$ cat src/rtl/btn_cmd_conditioner.sv
// Push-button conditioner: per-button two-flop synchroniser and debouncer,
// run/halt rise pulses, and a four-phase step_cycle/step_ack handshake.
module btn_cmd_conditioner #(
    parameter int unsigned DEBOUNCE_CYCLES = 250000,
    parameter int unsigned DROP_W          = 8
) (
    input  logic              clk,
    input  logic              rst_n,
    input  logic [3:1]        btn_raw,
    input  logic              step_ack,
    output logic [3:1]        btn_level,
    output logic              dbg_run_core,
    output logic              dbg_halt_core,
    output logic              step_cycle,
    output logic              step_busy,
    output logic [DROP_W-1:0] step_drops
);

    localparam int unsigned     CNT_W    = $clog2(DEBOUNCE_CYCLES + 1);
    localparam logic [CNT_W-1:0] CNT_LAST = CNT_W'(DEBOUNCE_CYCLES - 1);

    typedef enum logic [1:0] {
        ST_IDLE = 2'd0,
        ST_REQ  = 2'd1,
        ST_REL  = 2'd2
    } step_state_t;

    logic [3:1]       r_sync1;
    logic [3:1]       r_sync2;
    logic [3:1]       r_level;
    logic [CNT_W-1:0] r_cnt [1:3];
    logic             r_run;
    logic             r_halt;
    logic             r_step_cycle;
    logic             r_step_busy;
    logic [DROP_W-1:0] r_drops;
    step_state_t      r_state;

    logic [CNT_W-1:0] w_cnt_nxt [1:3];
    logic [3:1]       w_flip;
    logic [3:1]       w_rise;
    logic             w_drop;
    step_state_t      w_state_nxt;

    // Two-flop synchroniser for the asynchronous button inputs
    always_ff @(posedge clk or negedge rst_n) begin
        if (!rst_n) begin
            r_sync1 <= 3'b000;
            r_sync2 <= 3'b000;
        end else begin
            r_sync1 <= btn_raw;
            r_sync2 <= r_sync1;
        end
    end

    // Debounce decision: count consecutive mismatching cycles, flip on the last one
    always_comb begin
        for (int i = 1; i <= 3; i++) begin
            w_cnt_nxt[i] = '0;
            w_flip[i]    = 1'b0;
            if (r_sync2[i] == r_level[i]) begin
                w_cnt_nxt[i] = '0;
                w_flip[i]    = 1'b0;
            end else if (r_cnt[i] == CNT_LAST) begin
                w_cnt_nxt[i] = '0;
                w_flip[i]    = 1'b1;
            end else begin
                w_cnt_nxt[i] = r_cnt[i] + CNT_W'(1);
                w_flip[i]    = 1'b0;
            end
        end
    end

    // A flip toward the synchronised value 1 is a press; releases raise no event
    assign w_rise = w_flip & r_sync2;
    assign w_drop = w_rise[3] & (r_state != ST_IDLE);

    // Debounce counters and accepted levels
    always_ff @(posedge clk or negedge rst_n) begin
        if (!rst_n) begin
            r_level <= 3'b000;
            for (int i = 1; i <= 3; i++) begin
                r_cnt[i] <= '0;
            end
        end else begin
            r_level <= r_level ^ w_flip;
            for (int i = 1; i <= 3; i++) begin
                r_cnt[i] <= w_cnt_nxt[i];
            end
        end
    end

    // Run/halt pulses coincide with the flip; halt wins a same-edge tie
    always_ff @(posedge clk or negedge rst_n) begin
        if (!rst_n) begin
            r_run  <= 1'b0;
            r_halt <= 1'b0;
        end else begin
            r_run  <= w_rise[1] & ~w_rise[2];
            r_halt <= w_rise[2];
        end
    end

    // Step handshake next-state logic; no timeout, only reset escapes
    always_comb begin
        w_state_nxt = r_state;
        case (r_state)
            ST_IDLE: begin
                if (w_rise[3]) begin
                    w_state_nxt = ST_REQ;
                end else begin
                    w_state_nxt = ST_IDLE;
                end
            end
            ST_REQ: begin
                if (step_ack) begin
                    w_state_nxt = ST_REL;
                end else begin
                    w_state_nxt = ST_REQ;
                end
            end
            ST_REL: begin
                if (!step_ack) begin
                    w_state_nxt = ST_IDLE;
                end else begin
                    w_state_nxt = ST_REL;
                end
            end
            default: begin
                w_state_nxt = ST_IDLE;
            end
        endcase
    end

    // Step state plus registered copies of its decoded outputs
    always_ff @(posedge clk or negedge rst_n) begin
        if (!rst_n) begin
            r_state      <= ST_IDLE;
            r_step_cycle <= 1'b0;
            r_step_busy  <= 1'b0;
        end else begin
            r_state      <= w_state_nxt;
            r_step_cycle <= (w_state_nxt == ST_REQ);
            r_step_busy  <= (w_state_nxt != ST_IDLE);
        end
    end

    // Saturating count of presses that arrive while a step is in progress
    always_ff @(posedge clk or negedge rst_n) begin
        if (!rst_n) begin
            r_drops <= '0;
        end else if (w_drop && (r_drops != {DROP_W{1'b1}})) begin
            r_drops <= r_drops + DROP_W'(1);
        end else begin
            r_drops <= r_drops;
        end
    end

    assign btn_level     = r_level;
    assign dbg_run_core  = r_run;
    assign dbg_halt_core = r_halt;
    assign step_cycle    = r_step_cycle;
    assign step_busy     = r_step_busy;
    assign step_drops    = r_drops;

endmodule

$ cat config.mk
export PLATFORM = sky130hd
export DESIGN_NAME = btn_cmd_conditioner
export DESIGN_NICKNAME = d
export VERILOG_FILES = /design/src/rtl/btn_cmd_conditioner.sv
export SDC_FILE = /design/constraint.sdc
export NUM_CORES = 1
export LEC_CHECK = 0
export ABC_AREA = 1
export BUFFER_PORTS_ARGS = -buffer_cell sky130_fd_sc_hd__buf_2
export CAP_MARGIN = 20
export CORE_ASPECT_RATIO = 0.5
export CORE_MARGIN = 4
export CORE_UTILIZATION = 37
export CTS_BUF_LIST = sky130_fd_sc_hd__clkbuf_8
export CTS_CLUSTER_DIAMETER = 40
export CTS_CLUSTER_SIZE = 20
export DETAILED_ROUTE_END_ITERATION = 8
export GPL_ROUTABILITY_DRIVEN = 0
export HOLD_SLACK_MARGIN = 0.15
export PLACE_DENSITY = 0.61
export SLEW_MARGIN = 10
export SYNTH_ARGS = -nofsm -noshare
export SYNTH_HDL_FRONTEND = slang
export SYNTH_SLANG_ARGS = --single-unit
$ cat constraint.sdc
create_clock -name clk -period 2.45 [get_ports clk]
set_input_delay 0 -clock clk [delete_from_list [all_inputs] [get_ports clk]]
set_output_delay 0 -clock clk [all_outputs]
set_load 0.03 [all_outputs]
==> summary.txt <==
Clocking
  • Cts bufs inserted: 9
  • Max clock buf depth: 2
  • Clk Latency, worst-skew pair: 360 ps
  • CTS Sinks: 77
  • Post-CTS sizing: 0
  • TritonCTS clock tree: yes
  • Postcts setup bufs: 0
  • H-tree levels: 3
  • Root buffer cell: clkbuf_8
  • CTS clk-pin slew, worst paths: 80 ps

Pwr
  • Clock power share: 40.7%
  • Total power: 0.002378 W
  • Max VDD drop: 0.0002325 V
  • Pleak: 2.072 nW
  • Reg power frac: 54.7%
  • Cell Int Power: 0.001819 W
  • Power Density: 529.5 nW/um^2
  • Comb power frac: 4.6%
  • Psw: 0.0005598 W
  • Sw Ratio: 23.54%

Routing
  • Final WL: 7283 um
  • Drt pass-1 iters: 5
  • Residual DRC: 0
  • Wire length per cell: 11.43 um
  • Vias per cell: 4.570
  • Final ANT Viol Nets: 0
  • Initial DRC Count: 122
  • Total number of vias: 2911

Worst hold path
  • Classification of the worst-slack hold path: primary input to flip-flop

Synth
  • Post-synthesis cell type count: 37
  • Simple-gate share of the synthesized area: 32.79%
  • Compound-cell area share of the yosys netlist: 5.736%
  • Largest family of logic cells by synthesized area: simple AND/OR/NAND/NOR gates
  • Warnings, synthesis: 0
  • Mapped cell area: 3926 um^2
  • Adder-cell share of the synthesized area: 1.275%
  • Multiplexer share of the synthesized area: 0%
  • Post-synthesis cell count: 454
  • Mean Syn Cell Area: 8.648 um^2
  • XOR/XNOR share of the synthesized area: 4.908%
  • Syn_nets: 464
  • Post-synthesis sequential area ratio: 49.08%
  • Yosys reg bits: 77

Floorplan
  • Die Ht: 80.84 um
  • Io pins: 21
  • Starting Density: 38.19%
  • Die W: 153.7 um
  • Die footprint: 12420 um^2
  • Num rows: 26
  • Core area: 10280 um^2

Finish
  • Commonest non-fill, non-tap cell in the layout: nand2_1
  • N_diodes: 0
  • Most frequent cells in the layout: 81 x nand2_1, 77 x dfrtp_1, 68 x nor2_1
  • Nets: 502
  • Fraction of layout cells with a size suffix above 1: 18.51%
  • Area Growth Syn to Fin: 14.40%
  • FILL cells: 1042

Critical path
  • WP data required: 2700 ps
  • Setup Crit Path Kind: flip-flop to flip-flop
  • Critical-path maximum fanout: 7
  • Crit. End Element: flip-flop
  • Crit path DAT: 1940 ps
  • CP Launch Type: flip-flop

Run status
  • Status: finished clean

STA
  • Pin slew with the least headroom to its limit: 499.3 ps
  • Setup TNS Final: 0 ps
  • Min Hold Slack: 277.0 ps
  • Slew margin rel.: 66.59%
  • Worst clock skew: 8.462 ps
  • Slew Viols, Final: 0
  • RSZ-0062 raised after global routing: false
  • Setup violations, final: 0
  • Crit path time final: 1686 ps
  • Post-route clock period utilization: 68.80%
  • PnR worst setup slack: 764.3 ps
  • Max Fclk: 593.2 MHz
  • Final hold vios: 0

GRT
  • First-pass GRT wire length: 12700 um
  • Largest net degree at the start of global routing: 78
  • Number of global-route vias before repair: 2779
  • GRT Total Usage: 12.77%
  • Overflow after GRT: 0
  • Initial antenna violation count: 0

Placed design
  • Pre-CTS setup slack: 775.7 ps
  • DP HPWL: 5095 um
  • Port Buffers: 20

Job
  • Number of max-cap violations: 0
worst max-delay path, stage by stage (launching register included):
cell and delay [ps]:
dfrtp_1 420, ha_1 240, nand2_1 120, nor2_1 70
nand2_2 90, inv_2 50, nor2_2 180, inv_2 70
nor2_4 190, nand2_1 70, nand2_1 60, nand2_1 40
sequential cells by signal (all words and copies together) (netlist names), named ones only:
| signal | flops |
|---|---|
| r_cnt | 54 |
| step_drops | 8 |
| r_sync1 | 3 |
| r_sync2 | 3 |
| r_state | 2 |
| dbg_halt_core | 1 |
| dbg_run_core | 1 |
| step_busy | 1 |
| step_cycle | 1 |
area by class of cell:
type / instances / area [um^2] / share of cell area (%)
Clock buffer: 10 / 137.6 / 3.064
Clock inverter: 6 / 62.56 / 1.393
Inverter: 65 / 244.0 / 5.432
Multi-Input combinational cell: 312 / 1755 / 39.08
Sequential cell: 77 / 1927 / 42.90
Tap cell: 140 / 175.2 / 3.900
Timing Repair Buffer: 27 / 190.2 / 4.234
through the flow:
stage / util, % / cells / area (um^2)
floorplan: - / 454 / 3926
global placement: 40.90 / 614 / 4204
detailed placement: 40.90 / 614 / 4204
CTS: 43.33 / 635 / 4454
global route: 43.70 / 637 / 4492
finish: 43.70 / 637 / 4492
kinds of logic after synthesis:
| family | after synthesis |
|---|---|
| xor gates and xnor gates | 22 |
| and+or+nand+nor | 249 |
| DFF | 77 |
| AOI/OAI and AO/OA | 37 |
| buffers and inverters | 65 |
| adders and majority gates | 4 |
power groups by stage:
stage	clock network [W]	logic, W	registers (W)
finish	0.000968	0.000109	0.00130
global placement	0	0.0000981	0.00133
CTS	0.00101	0.000107	0.00130
floorplan	0	0.0000492	0.00133
detailed placement	0	0.0000998	0.00133
global route	0.00106	0.000129	0.00130
cell usage after synthesis:
| cell | number | share of area (%) |
|---|---|---|
| nand3_1 | 28 | 3.6 |
| nand4_2 | 1 | 0.32 |
| nor3_2 | 4 | 1.0 |
| nand2_2 | 7 | 1.1 |
| o21bai_2 | 1 | 0.29 |
| nor2_4 | 8 | 2.3 |
| nand3_4 | 1 | 0.45 |
| nor3b_2 | 1 | 0.32 |
| and3_1 | 3 | 0.48 |
| nor2_2 | 8 | 1.3 |
| a31oi_1 | 5 | 0.80 |
| nand2_4 | 1 | 0.29 |
| dfrtp_1 | 77 | 49 |
| nand2_1 | 81 | 7.7 |
| clkinv_1 | 1 | 0.096 |
| nor3_4 | 4 | 1.7 |
| xor2_1 | 20 | 4.5 |
| a21oi_2 | 1 | 0.22 |
| ha_1 | 4 | 1.3 |
| inv_2 | 10 | 0.96 |
| o21ai_1 | 4 | 0.51 |
| nor3b_1 | 5 | 0.96 |
| nor2_1 | 68 | 6.5 |
| o21bai_1 | 1 | 0.19 |
| nand3_2 | 5 | 1.3 |
| nand3b_1 | 2 | 0.38 |
| o21ai_0 | 5 | 0.64 |
| o21ai_4 | 1 | 0.41 |
| a311oi_1 | 1 | 0.22 |
| nand4_1 | 10 | 1.6 |
| xnor2_1 | 2 | 0.45 |
| o21a_1 | 1 | 0.19 |
| nor3_1 | 11 | 1.4 |
| or2_2 | 1 | 0.16 |
| o21ai_2 | 1 | 0.22 |
| inv_1 | 54 | 5.2 |
| a21oi_1 | 16 | 2.0 |
final timing paths:
kind	start	to	slack [ps]	cells after the start
worst min register to register	r_sync1[3]	r_sync2[3]	350	0
worst min-delay path	btn_raw[1]	r_sync1[1]	280	2
min in group asynchronous	rst_n	dbg_halt_core	620	3
worst max register to register	step_drops[0]	step_drops[2]	760	11
worst max-delay path	step_drops[0]	step_drops[2]	760	11
max in group asynchronous	rst_n	r_cnt[6]	1260	4
repair_timing:
action,4_1_cts,5_1_grt
setup endpoints to repair,0,0
hold buffers,5,1
endpoints found under the hold margin,84,22
metal layers:
layer | part of all wire, % | track usage [%] | vias to the layer above | routed length [um]
met2 | 45 | 20.83 | 30 | 3262
met5 | 0 | 0 | - | 0
met4 | 1.0 | 3.436 | 0 | 73
met3 | 4.2 | 4.949 | 8 | 305
li1 | - | - | 1527 | -
met1 | 50 | 16.12 | 1346 | 3641
(Power assumes the default switching activity.)
